[src/rtl/goboard_display_ctrl.sv]
// goboard_display_ctrl: captures a byte, converts it to BCD with a sequential
// double-dabble, and schedules the two 7-segment digit nibbles (hex, decimal
// with leading-zero blanking, or paged decimal for values >= 100).
module goboard_display_ctrl #(
  parameter int DWELL_CYCLES = 6_000_000
) (
  input  logic       clk,
  input  logic       reset,
  input  logic [7:0] value_i,
  input  logic       load_i,
  input  logic       hex_mode_i,
  output logic [3:0] digit1_o,
  output logic [3:0] digit2_o,
  output logic       blank1_o,
  output logic       blank2_o,
  output logic       busy_o,
  output logic       page_o
);

  localparam int DW = $clog2(DWELL_CYCLES);
  localparam logic [DW-1:0] DWELL_MAX = DW'(DWELL_CYCLES - 1);

  typedef enum logic [1:0] {IDLE, CONV, SHOW} state_t;

  state_t        state, nextState;
  logic [7:0]    capByte, shiftReg, dispByte;
  logic [11:0]   bcd, bcdAdj, bcdNext;
  logic [3:0]    stepCnt, hund, tens, ones;
  logic [DW-1:0] dwell, dwellNext;
  logic          pageQ, pageNext, hexQ, hasRes;
  logic          done, modeChg, nHasRes;
  logic [7:0]    nByte;
  logic [3:0]    nHund, nTens, nOnes;
  logic [3:0]    d1Next, d2Next;
  logic          b1Next, b2Next, pgNext;

  // State register
  always_ff @(posedge clk) begin
    if (reset) state <= IDLE;
    else       state <= nextState;
  end

  // Next state: a load always (re)starts conversion, otherwise CONV ends on step 8
  always_comb begin
    nextState = state;
    if (load_i)    nextState = CONV;
    else if (done) nextState = SHOW;
  end

  // Datapath next values: one double-dabble step, result landing, dwell/page
  always_comb begin
    bcdAdj = bcd;
    for (int i = 0; i < 3; i++)
      if (bcd[i*4 +: 4] >= 4'd5) bcdAdj[i*4 +: 4] = bcd[i*4 +: 4] + 4'd3;
    bcdNext = (bcdAdj << 1) | {11'b0, shiftReg[7]};
    done    = (state == CONV) && (stepCnt == 4'd7);
    modeChg = (hex_mode_i != hexQ);
    nHasRes = hasRes | done;
    nByte   = done ? capByte       : dispByte;
    nHund   = done ? bcdNext[11:8] : hund;
    nTens   = done ? bcdNext[7:4]  : tens;
    nOnes   = done ? bcdNext[3:0]  : ones;
    // Paging only runs while showing a three-digit decimal value; it is
    // frozen during a reconversion and restarted when a result lands.
    dwellNext = dwell;
    pageNext  = pageQ;
    if (done || modeChg || hex_mode_i || nHund == 4'd0) begin
      dwellNext = '0;
      pageNext  = 1'b0;
    end else if (state == SHOW) begin
      if (dwell == DWELL_MAX) begin
        dwellNext = '0;
        pageNext  = ~pageQ;
      end else begin
        dwellNext = dwell + 1'b1;
      end
    end
  end

  // Output decode from next-cycle result/mode/page; registered below
  always_comb begin
    d1Next = 4'd0;
    d2Next = 4'd0;
    b1Next = 1'b1;
    b2Next = 1'b1;
    pgNext = 1'b0;
    if (nHasRes) begin
      b2Next = 1'b0;
      if (hex_mode_i) begin
        d1Next = nByte[7:4];
        d2Next = nByte[3:0];
        b1Next = 1'b0;
      end else if (nHund == 4'd0) begin
        b1Next = (nTens == 4'd0);
        d1Next = nTens;
        d2Next = nOnes;
      end else if (!pageNext) begin
        d2Next = nHund;
      end else begin
        b1Next = 1'b0;
        d1Next = nTens;
        d2Next = nOnes;
        pgNext = 1'b1;
      end
    end
  end

  // Datapath and registered outputs
  always_ff @(posedge clk) begin
    if (reset) begin
      capByte  <= '0;
      shiftReg <= '0;
      dispByte <= '0;
      bcd      <= '0;
      stepCnt  <= '0;
      hund     <= '0;
      tens     <= '0;
      ones     <= '0;
      dwell    <= '0;
      pageQ    <= 1'b0;
      hexQ     <= 1'b0;
      hasRes   <= 1'b0;
      digit1_o <= '0;
      digit2_o <= '0;
      blank1_o <= 1'b1;
      blank2_o <= 1'b1;
      busy_o   <= 1'b0;
      page_o   <= 1'b0;
    end else begin
      hexQ <= hex_mode_i;
      if (load_i) begin
        capByte  <= value_i;
        shiftReg <= value_i;
        bcd      <= '0;
        stepCnt  <= '0;
      end else if (state == CONV) begin
        shiftReg <= shiftReg << 1;
        bcd      <= bcdNext;
        stepCnt  <= stepCnt + 4'd1;
      end
      hund     <= nHund;
      tens     <= nTens;
      ones     <= nOnes;
      dispByte <= nByte;
      hasRes   <= nHasRes;
      dwell    <= dwellNext;
      pageQ    <= pageNext;
      digit1_o <= d1Next;
      digit2_o <= d2Next;
      blank1_o <= b1Next;
      blank2_o <= b2Next;
      page_o   <= pgNext;
      busy_o   <= (nextState == CONV);
    end
  end

endmodule
[config.mk]
export PLATFORM = sky130hd
export DESIGN_NAME = goboard_display_ctrl
export DESIGN_NICKNAME = d
export VERILOG_FILES = /design/src/rtl/goboard_display_ctrl.sv
export SDC_FILE = /design/constraint.sdc
export NUM_CORES = 1
export LEC_CHECK = 0
export ABC_AREA = 1
export CAP_MARGIN = 25
export CORE_ASPECT_RATIO = 1.2
export CORE_MARGIN = 5
export CORE_UTILIZATION = 60
export DETAILED_ROUTE_END_ITERATION = 6
export PLACE_DENSITY_LB_ADDON = 0.05
export SLEW_MARGIN = 20
export SYNTH_ARGS = -nofsm -noshare
export SYNTH_HDL_FRONTEND = slang
export SYNTH_SLANG_ARGS = --single-unit
[constraint.sdc]
create_clock -name clk -period 5.3 [get_ports clk]
set_input_delay 1.59 -clock clk [delete_from_list [all_inputs] [get_ports clk]]
set_output_delay 1.59 -clock clk [all_outputs]
set_load 0.03 [all_outputs]
* Yosys cells after proc, flatten, opt, wreduce, memory -nomap -nowiden
Cells that the tools add are included.
** Word-level totals
- Flip-flop bits (word level) :: 92
- Word-level logic and storage cells :: 74
- Output and inout bits :: 12
** Operators by class
- Reductions and logical operators :: 11
- Magnitude comparators :: 3
- Muxes and demuxes :: 26
- Equality and inequality tests :: 6
- Bitwise gates (word level) :: 4
- Add/sub/neg operators :: 5
** Operators with widths (number)
- $mux W4 :: 11
- $mux W8 :: 3
- $add A23 B1 Y23 const B :: 1
- $eq A23 B23 Y1 const B :: 1
- $mux W23 :: 1
- $ge A4 B3 Y1 const B :: 3
- $or A12 B1 Y12 :: 1
- $add A4 B2 Y4 const B :: 2
- $logic_not A4 Y1 :: 2
- $mux W1 :: 8
- $reduce_or A2 Y1 :: 3
- $add A4 B1 Y4 const B :: 1
- $eq A2 B1 Y1 const B :: 2
- $eq A4 B3 Y1 const B :: 1
- $mux W2 :: 2
- $reduce_or A4 Y1 :: 1
- $add A3 B2 Y3 const B :: 1
- $logic_or A1 B1 Y1 :: 3
- $mux W3 :: 1
- $eq A2 B2 Y1 const B :: 1
- $not A1 Y1 :: 2
- $reduce_bool A2 Y1 :: 1
- $logic_and A1 B1 Y1 :: 1
- $ne A1 B1 Y1 :: 1
- $or A1 B1 Y1 :: 1

* Depth between registers and ports, before layout
Gate-level depths: netlist (run 1).
- Depth in word-level cells :: 10
- Gate-level depth with buffers :: 15
- Gate-level depth less buffers :: 15

* Least setup slack after synthesis (run 1)
OpenSTA, ideal clock, no wires.
- Path type :: input port to flip-flop
- Start :: in reset
- End :: reg state[1]
- Slack :: 2.637 ns
- Data arrival time :: 2.592 ns
- Stages :: 5
- Library setup time :: 0.071 ns
- Cell sequence :: clkbuf_1 -> nor2_1 -> clkinv_1 -> clkbuf_1 -> a21oi_1
** RTL lines
- from (decl) :: RTL line 8 : input logic reset,
- to (signal assigned) :: RTL line 40 : else state <= nextState;
- to (decl) :: RTL line 25 : state_t state, nextState;

* Worst setup path in the final report (run 1)
- Start :: in load_i
- End :: reg bcd[1]
** Between the ends
- Longest elaborated chain between the ends :: 1
** Ends and longest elaborated chain
- from (decl) :: RTL line 10 : input logic load_i,
- $reduce_or A2 Y1 (no line)
- to (signal assigned) :: RTL line 138 : bcd <= bcdNext;
- to (decl) :: RTL line 27 : logic [11:0] bcd, bcdAdj, bcdNext;
No other way between the ends.
A chain may end at the register's enable or synchronous reset.

==> results of run 1 <==
-- Yosys cell counts, types with 2 or more instances --
| master | number |
|---|---|
| nor3_1 | 11 |
| xnor2_1 | 3 |
| ha_1 | 8 |
| xor2_1 | 11 |
| clkbuf_1 | 12 |
| dfxtp_1 | 92 |
| nand2_2 | 15 |
| nor4_1 | 3 |
| o21ai_1 | 3 |
| nand4_1 | 9 |
| buf_6 | 3 |
| inv_2 | 5 |
| nand3_1 | 22 |
| nor3_2 | 2 |
| a31oi_1 | 8 |
| clkinv_1 | 2 |
| o21a_1 | 2 |
| a21oi_1 | 27 |
| nand2_4 | 2 |
| nor2_4 | 5 |
| nand3_2 | 2 |
| o22ai_1 | 8 |
| buf_2 | 2 |
| or2_2 | 7 |
| inv_1 | 78 |
| nand2_1 | 125 |
| o21ai_0 | 32 |
| nor2_1 | 71 |
| o211ai_1 | 3 |
-- registers in the layout (all words and copies together), names as in the netlist --
register	count
stepCnt	4
capByte	8
pageQ	1
hexQ	1
bcd	12
shiftReg	8
hasRes	1
digit2_o	4
dwell	23
ones	4
busy_o	1
dispByte	8
state	2
blank2_o	1
digit1_o	4
blank1_o	1
page_o	1
hund	4
tens	4
-- cell type report --
cell class	count	area, µm²	share of cell area (%)
repair buffers	24	238	5.05
inverters	85	319	6.78
clock buffers	9	124	2.63
multi-input cells	389	2020	42.9
flip-flops and latches	92	1840	39.1
well taps	87	109	2.31
clock inverters	7	58.8	1.25
-- worst max-delay path, stage by stage --
cell             delay, ps
clkdlybuf4s50_1        610
nor2_1                 520
clkinv_1               560
a21oi_1                260
o21ai_0                120
inv_1                   70
-- worst paths after layout --
| path | start | depth (start not counted) | end |
|---|---|---|---|
| setup / recovery | load_i | 6 | bcd[1] |
| hold / removal | shiftReg[0] | 2 | shiftReg[0] |
| setup reg to reg | state[0] | 14 | digit2_o[3] |
| hold reg to reg | shiftReg[0] | 2 | shiftReg[0] |
-- routing by layer --
metal	track usage, %	share of wire, %	routed length [µm]
met1	24.3	44	3870
met2	37.4	50	4400
met4	11.9	3.6	316
met3	3.47	2.5	222
met5	0	0	0
-- stage by stage --
stage / cells / total power [mW] / cell area, µm² / util (%)
6_report: 693 / 1.23 / 4710 / 68.3
5_1_grt: 693 / 1.27 / 4710 / 68.3
4_1_cts: 693 / 1.24 / 4710 / 68.3
3_5_place_dp: 677 / 0.797 / 4530 / 65.6
3_3_place_gp: 677 / 0.795 / 4530 / 65.6
2_1_floorplan: 583 / 0.774 / 4270 / -
-- kinds of logic after synthesis --
family | Yosys count
AO/OA/AOI/OAI | 87
XOR/XNOR | 14
adder cells (fa/ha/maj) | 8
buffers and inverters | 102
flip-flops | 92
AND/OR/NAND/NOR | 280
-- where the power goes --
| part | leakage [nW] | total [mW] | internal [mW] | switching [mW] |
|---|---|---|---|---|
| clock network | 0.0925 | 0.445 | 0.179 | 0.267 |
| registers | 0.746 | 0.710 | 0.703 | 0.00689 |
| logic | 1.10 | 0.0704 | 0.0253 | 0.0451 |
==> metrics.md, run 1 <==
| Metric | Value |
|---|---|
| Status | finished, final reports clean |
| # Max-Cap Violations | 0 |
| Largest net degree at the start of global routing | 42 |
| Maximum fanout along the worst path | 17 |
| Max frequency | 0.292 GHz |
| Synth Register Bits | 92 |
| Total track usage | 21.3% |
| Ant diodes | 0 |
| Final Cycle Share | 64.5% |
| Syn Std Cell Area | 4270 µm² |
| Initial antenna violation count | 0 |
| Total core area | 6900 µm² |
| Area share of the largest cell type after synthesis | 43.2% |
| Clock slew at reported path FFs | 90 ps |
| Average via count per standard cell | 5.19 |
| Class of the worst hold path | flop to flop |
| Setup-violating endpoint count in the final report | 0 |
| Final critical-path required period | 3420 ps |
| CTS-repair resized insts | 0 |
| Synth top area cells | dfxtp_1, nand2_1, inv_1 |
| Highest-count cells in the layout ignoring fill and taps | nand2_1, dfxtp_1, inv_1, nor2_1, o21ai_0 |
| Synthesized netlist net count | 603 |
| Combinational family with the most area after synthesis | simple AND/OR/NAND/NOR gates |
| Primary FF master, synth | dfxtp_1 |
| Layout area overhead | 10.3% |
| Die width | 87.0 µm |
| Postcts setup bufs | 0 |
| Hold Slack | 476 ps |
| Distinct cells, synth | 39 |
| FP Rows | 33 |
| Commonest non-fill, non-tap cell in the layout | nand2_1 |
| Compound-Gate Fraction of Synth Area | 11.6% |
| Crit path kind | input port to flop |
| Mux share of post-synthesis cell area | 0% |
| Worst setup margin | 1880 ps |
| Final wirelength | 8.81 mm |
| Vias in the first global route | 3428 |
| DRT Pass-1 Iters | 4 |
| DRC | 0 |
| Slew Viols, Final | 0 |
| Reg2reg setup slack | 2590 ps |
| Clock sink total | 92 |
| Cts-stage hold buffer count | 0 |
| Post-synth EDFFs | 0 |
| Clock latency on the worst-skew pair | 360 ps |
| H-tree depth | 3 |
| Die Ht | 102 µm |
| # IOs | 24 |
| Synth Area in Simple Gates | 30.5% |
| RSZ-0062 raised after global routing | false |
| CP Launch Type | input port |
| CP endpoint kind | flop |
| Layout cells sized above 1 | 10.1% |
| Ys Warns | 0 |
| WP data required | 5610 ps |
| Setup_tns | 0 ps |
| Port Buf Inserts | 23 |
| Initial DRC count | 185 |
| Top cell type by total area after synthesis | dfxtp_1 |
| RD Place Congestion | 0.914 |
| WL/cell | 12.7 µm |
| Synth Instances | 583 |
| Post-synth ARST share | 0% |
| Arr. time, crit path | 3730 ps |
| Pleak | 1.94 nW |
| Worst-margin pin slew | 659 ps |
| Clock skew | 9.46 ps |
| Post-synthesis xor/xnor area fraction | 2.87% |
| Cell Pwr Density | 260 nW/µm² |
| CTS tree | yes |
| Total CTS buffers | 9 |
| Post-Synth Adder-Cell Area | 2.35% |
| Die area | 8910 µm² |
| Via count | 3596 |
| Post-DP HPWL | 6.52 mm |
| Clock Tree Buf Depth | 2 |
| Overflow left after global routing | 0 |
| Layout Nets | 621 |
| Slew margin rel. | 56.0% |
| Initial core utilization | 61.9% |
| Setup WS pre-CTS | 1500 ps |
| First-pass GRT wire length | 15.0 mm |
| Routed Antenna Nets | 0 |
| Fill cells | 601 |
| Root Driver | clkbuf_8 |
| Maximum vdd ir drop | 0.000185 V |
| Syn avg cell area | 7.32 µm² |
| Seq/Total Area, Yosys | 43.2% |
| Endpoints failing hold | 0 |
Power figures use the tool's default switching activity.
==> run 2, diff against run 1 <==
CORE_UTILIZATION = 54   (was 60)
clock period = 2.8 ns   (was 5.3 ns; I/O delays follow)
==> metrics.md, run 2 (same netlist as run 1, synthesis figures left out) <==
| Metric | Value |
|---|---|
| Slowest stage cell on the critical path | clkdlybuf4s50_1 |
| Clock Tree Buf Depth | 2 (unchanged) |
| Cell Pwr Density | 491 nW/µm² (+89%) |
| Hold Slack | 472 ps (-3.55 ps) |
| Layout area overhead | 12.0% |
| Largest regs | dwell (23), bcd (12) |
| Combinational share of power | 6.1% (+0.4 points) |
| Largest net degree at the start of global routing | 28 (-33%) |
| Highest-count cells in the layout ignoring fill and taps | nand2_1, dfxtp_1, inv_1, nor2_1, o21ai_0 |
| Sequential cell fraction of total power | 57.3% (-0.6 points) |
| Port Buf Inserts | 23 (unchanged) |
| Final wirelength | 9.09 mm (+3.2%) |
| Max frequency | 0.448 GHz |
| Total core area | 7710 µm² (+12%) |
| Clock share of power | 36.7% (+0.4 points) |
| H-tree depth | 3 (unchanged) |
| Clock sink total | 92 (unchanged) |
| Pleak | 1.99 nW (+2.3%) |
| RSZ-0062 raised after global routing | false |
| Vias in the first global route | 3508 (+2.3%) |
| Die width | 91.2 µm (+4.8%) |
| Top delay family on crit path | buffers and inverters |
| Die Ht | 107 µm (+4.9%) |
| Setup WS pre-CTS | 472 ps (-1030 ps) |
| Ant diodes | 0 (unchanged) |
| Layout Nets | 629 (+1.3%) |
| R2R Path Start | state[1] |
| # IOs | 24 (unchanged) |
| Status | finished, final reports clean |
| Routed Antenna Nets | 0 (unchanged) |
| Final Cycle Share | 79.8% |
| Post-DP HPWL | 6.87 mm (+5.4%) |
| Clock latency on the worst-skew pair | 360 ps (about the same) |
| Maximum vdd ir drop | 0.000287 V (+56%) |
| CTS tree | yes |
| Crit path kind | flop to output pin |
| Class of the worst hold path | flop to flop |
| Clock skew | 12.2 ps (+2.70 ps) |
| Worst-path cell chain | clkdlybuf4s50_1 |
| First-pass GRT wire length | 15.8 mm (+5.3%) |
| Final critical-path required period | 2230 ps |
| Worst-margin pin slew | 494 ps (-164 ps) |
| CP endpoint kind | output pin |
| Area after DPL | 4590 µm² (+1.5%) |
| Die area | 9790 µm² (+9.9%) |
| WP data required | 1960 ps (-3650 ps) |
| CTS-repair resized insts | 0 (unchanged) |
| Largest stage delay, worst path | 680 ps (+70 ps) |
| Largest register FFs | 23 (unchanged) |
| Largest register by flop count | dwell |
| Hold Startpoint | shiftReg[0] |
| Setup-violating endpoint count in the final report | 0 (unchanged) |
| Root Driver | clkbuf_8 |
| Slew Viols, Final | 0 (unchanged) |
| Initial core utilization | 55.4% (-6.5 points) |
| Final Non-Filler Cells | 706 (+1.9%) |
| Initial DRC count | 166 (-10%) |
| Dpl cells | 690 (+1.9%) |
| Postcts setup bufs | 0 (unchanged) |
| Overflow left after global routing | 0 (unchanged) |
| Average via count per standard cell | 5.19 (about the same) |
| Worst setup path start | digit1_o[3] |
| Maximum fanout along the worst path | 1 (-16) |
| Arr. time, crit path | 1390 ps (-2340 ps) |
| Cts-stage hold buffer count | 0 (unchanged) |
| DRC | 0 (unchanged) |
| # Max-Cap Violations | 0 (unchanged) |
| Switching fraction of total power | 26.2% (+0.22 points) |
| DRT Pass-1 Iters | 4 (unchanged) |
| Layout cells sized above 1 | 11.2% (+1.2 points) |
| Initial antenna violation count | 0 (unchanged) |
| Total track usage | 19.7% (-1.6 points) |
| FP Rows | 35 (+6.1%) |
| Slew margin rel. | 66.9% (+11 points) |
| Int Pwr | 1.73 mW (+91%) |
| Total design power | 2.35 mW (+91%) |
| RD Place Congestion | 0.857 (-6.2%) |
| Final Cell Area | 4780 µm² (+1.5%) |
| Final Core Density | 62.0% (-6.3 points) |
| WL/cell | 12.9 µm (+1.3%) |
| Clock slew at reported path FFs | 90 ps (about the same) |
| Commonest non-fill, non-tap cell in the layout | nand2_1 |
| Setup_tns | 0 ps (unchanged) |
| WP buf/inv | 1 (-2) |
| Total CTS buffers | 9 (unchanged) |
| Endpoints failing hold | 0 (unchanged) |
| Via count | 3663 (+1.9%) |
| CP Launch Type | flop |
| P_sw | 0.615 mW (+93%) |
| Worst setup margin | 566 ps (-1310 ps) |
[run 2: power by group through the flow]
stage	Sequential [mW]	Combinational, mW	Clock [mW]
5_1_grt	1.35	0.162	0.942
3_3_place_gp	1.37	0.140	0
6_report	1.34	0.142	0.860
2_1_floorplan	1.37	0.0917	0
3_5_place_dp	1.37	0.142	0
4_1_cts	1.34	0.143	0.880
[run 2: layer usage]
layer | track usage, % | wire length, µm | vias up
li1 | - | - | 1909
met1 | 22.4 | 3840 | 1676
met2 | 36.2 | 4780 | 60
met3 | 3.50 | 277 | 18
met4 | 7.55 | 203 | 0
met5 | 0 | 0 | -
[run 2: final timing paths]
path,slack [ps],to,cells past startpoint
max,570,digit1_o[3],1
min,470,shiftReg[0],2
max reg2reg,650,dwell[19],12
min reg2reg,470,shiftReg[0],2
[run 2: area by class of cell]
type / instances / area, µm²
Fill cell: 724 / 2930
Inverter: 85 / 319
Sequential cell: 92 / 1840
Multi-Input combinational cell: 389 / 2020
Clock inverter: 7 / 62.6
Tap cell: 92 / 115
Timing Repair Buffer: 32 / 298
Clock buffer: 9 / 124
[run 2: tightest hold or removal path, stage by stage (launching register included)]
cell and delay (ps):
dfxtp_1 320, nand2_1 60, a21oi_1 50
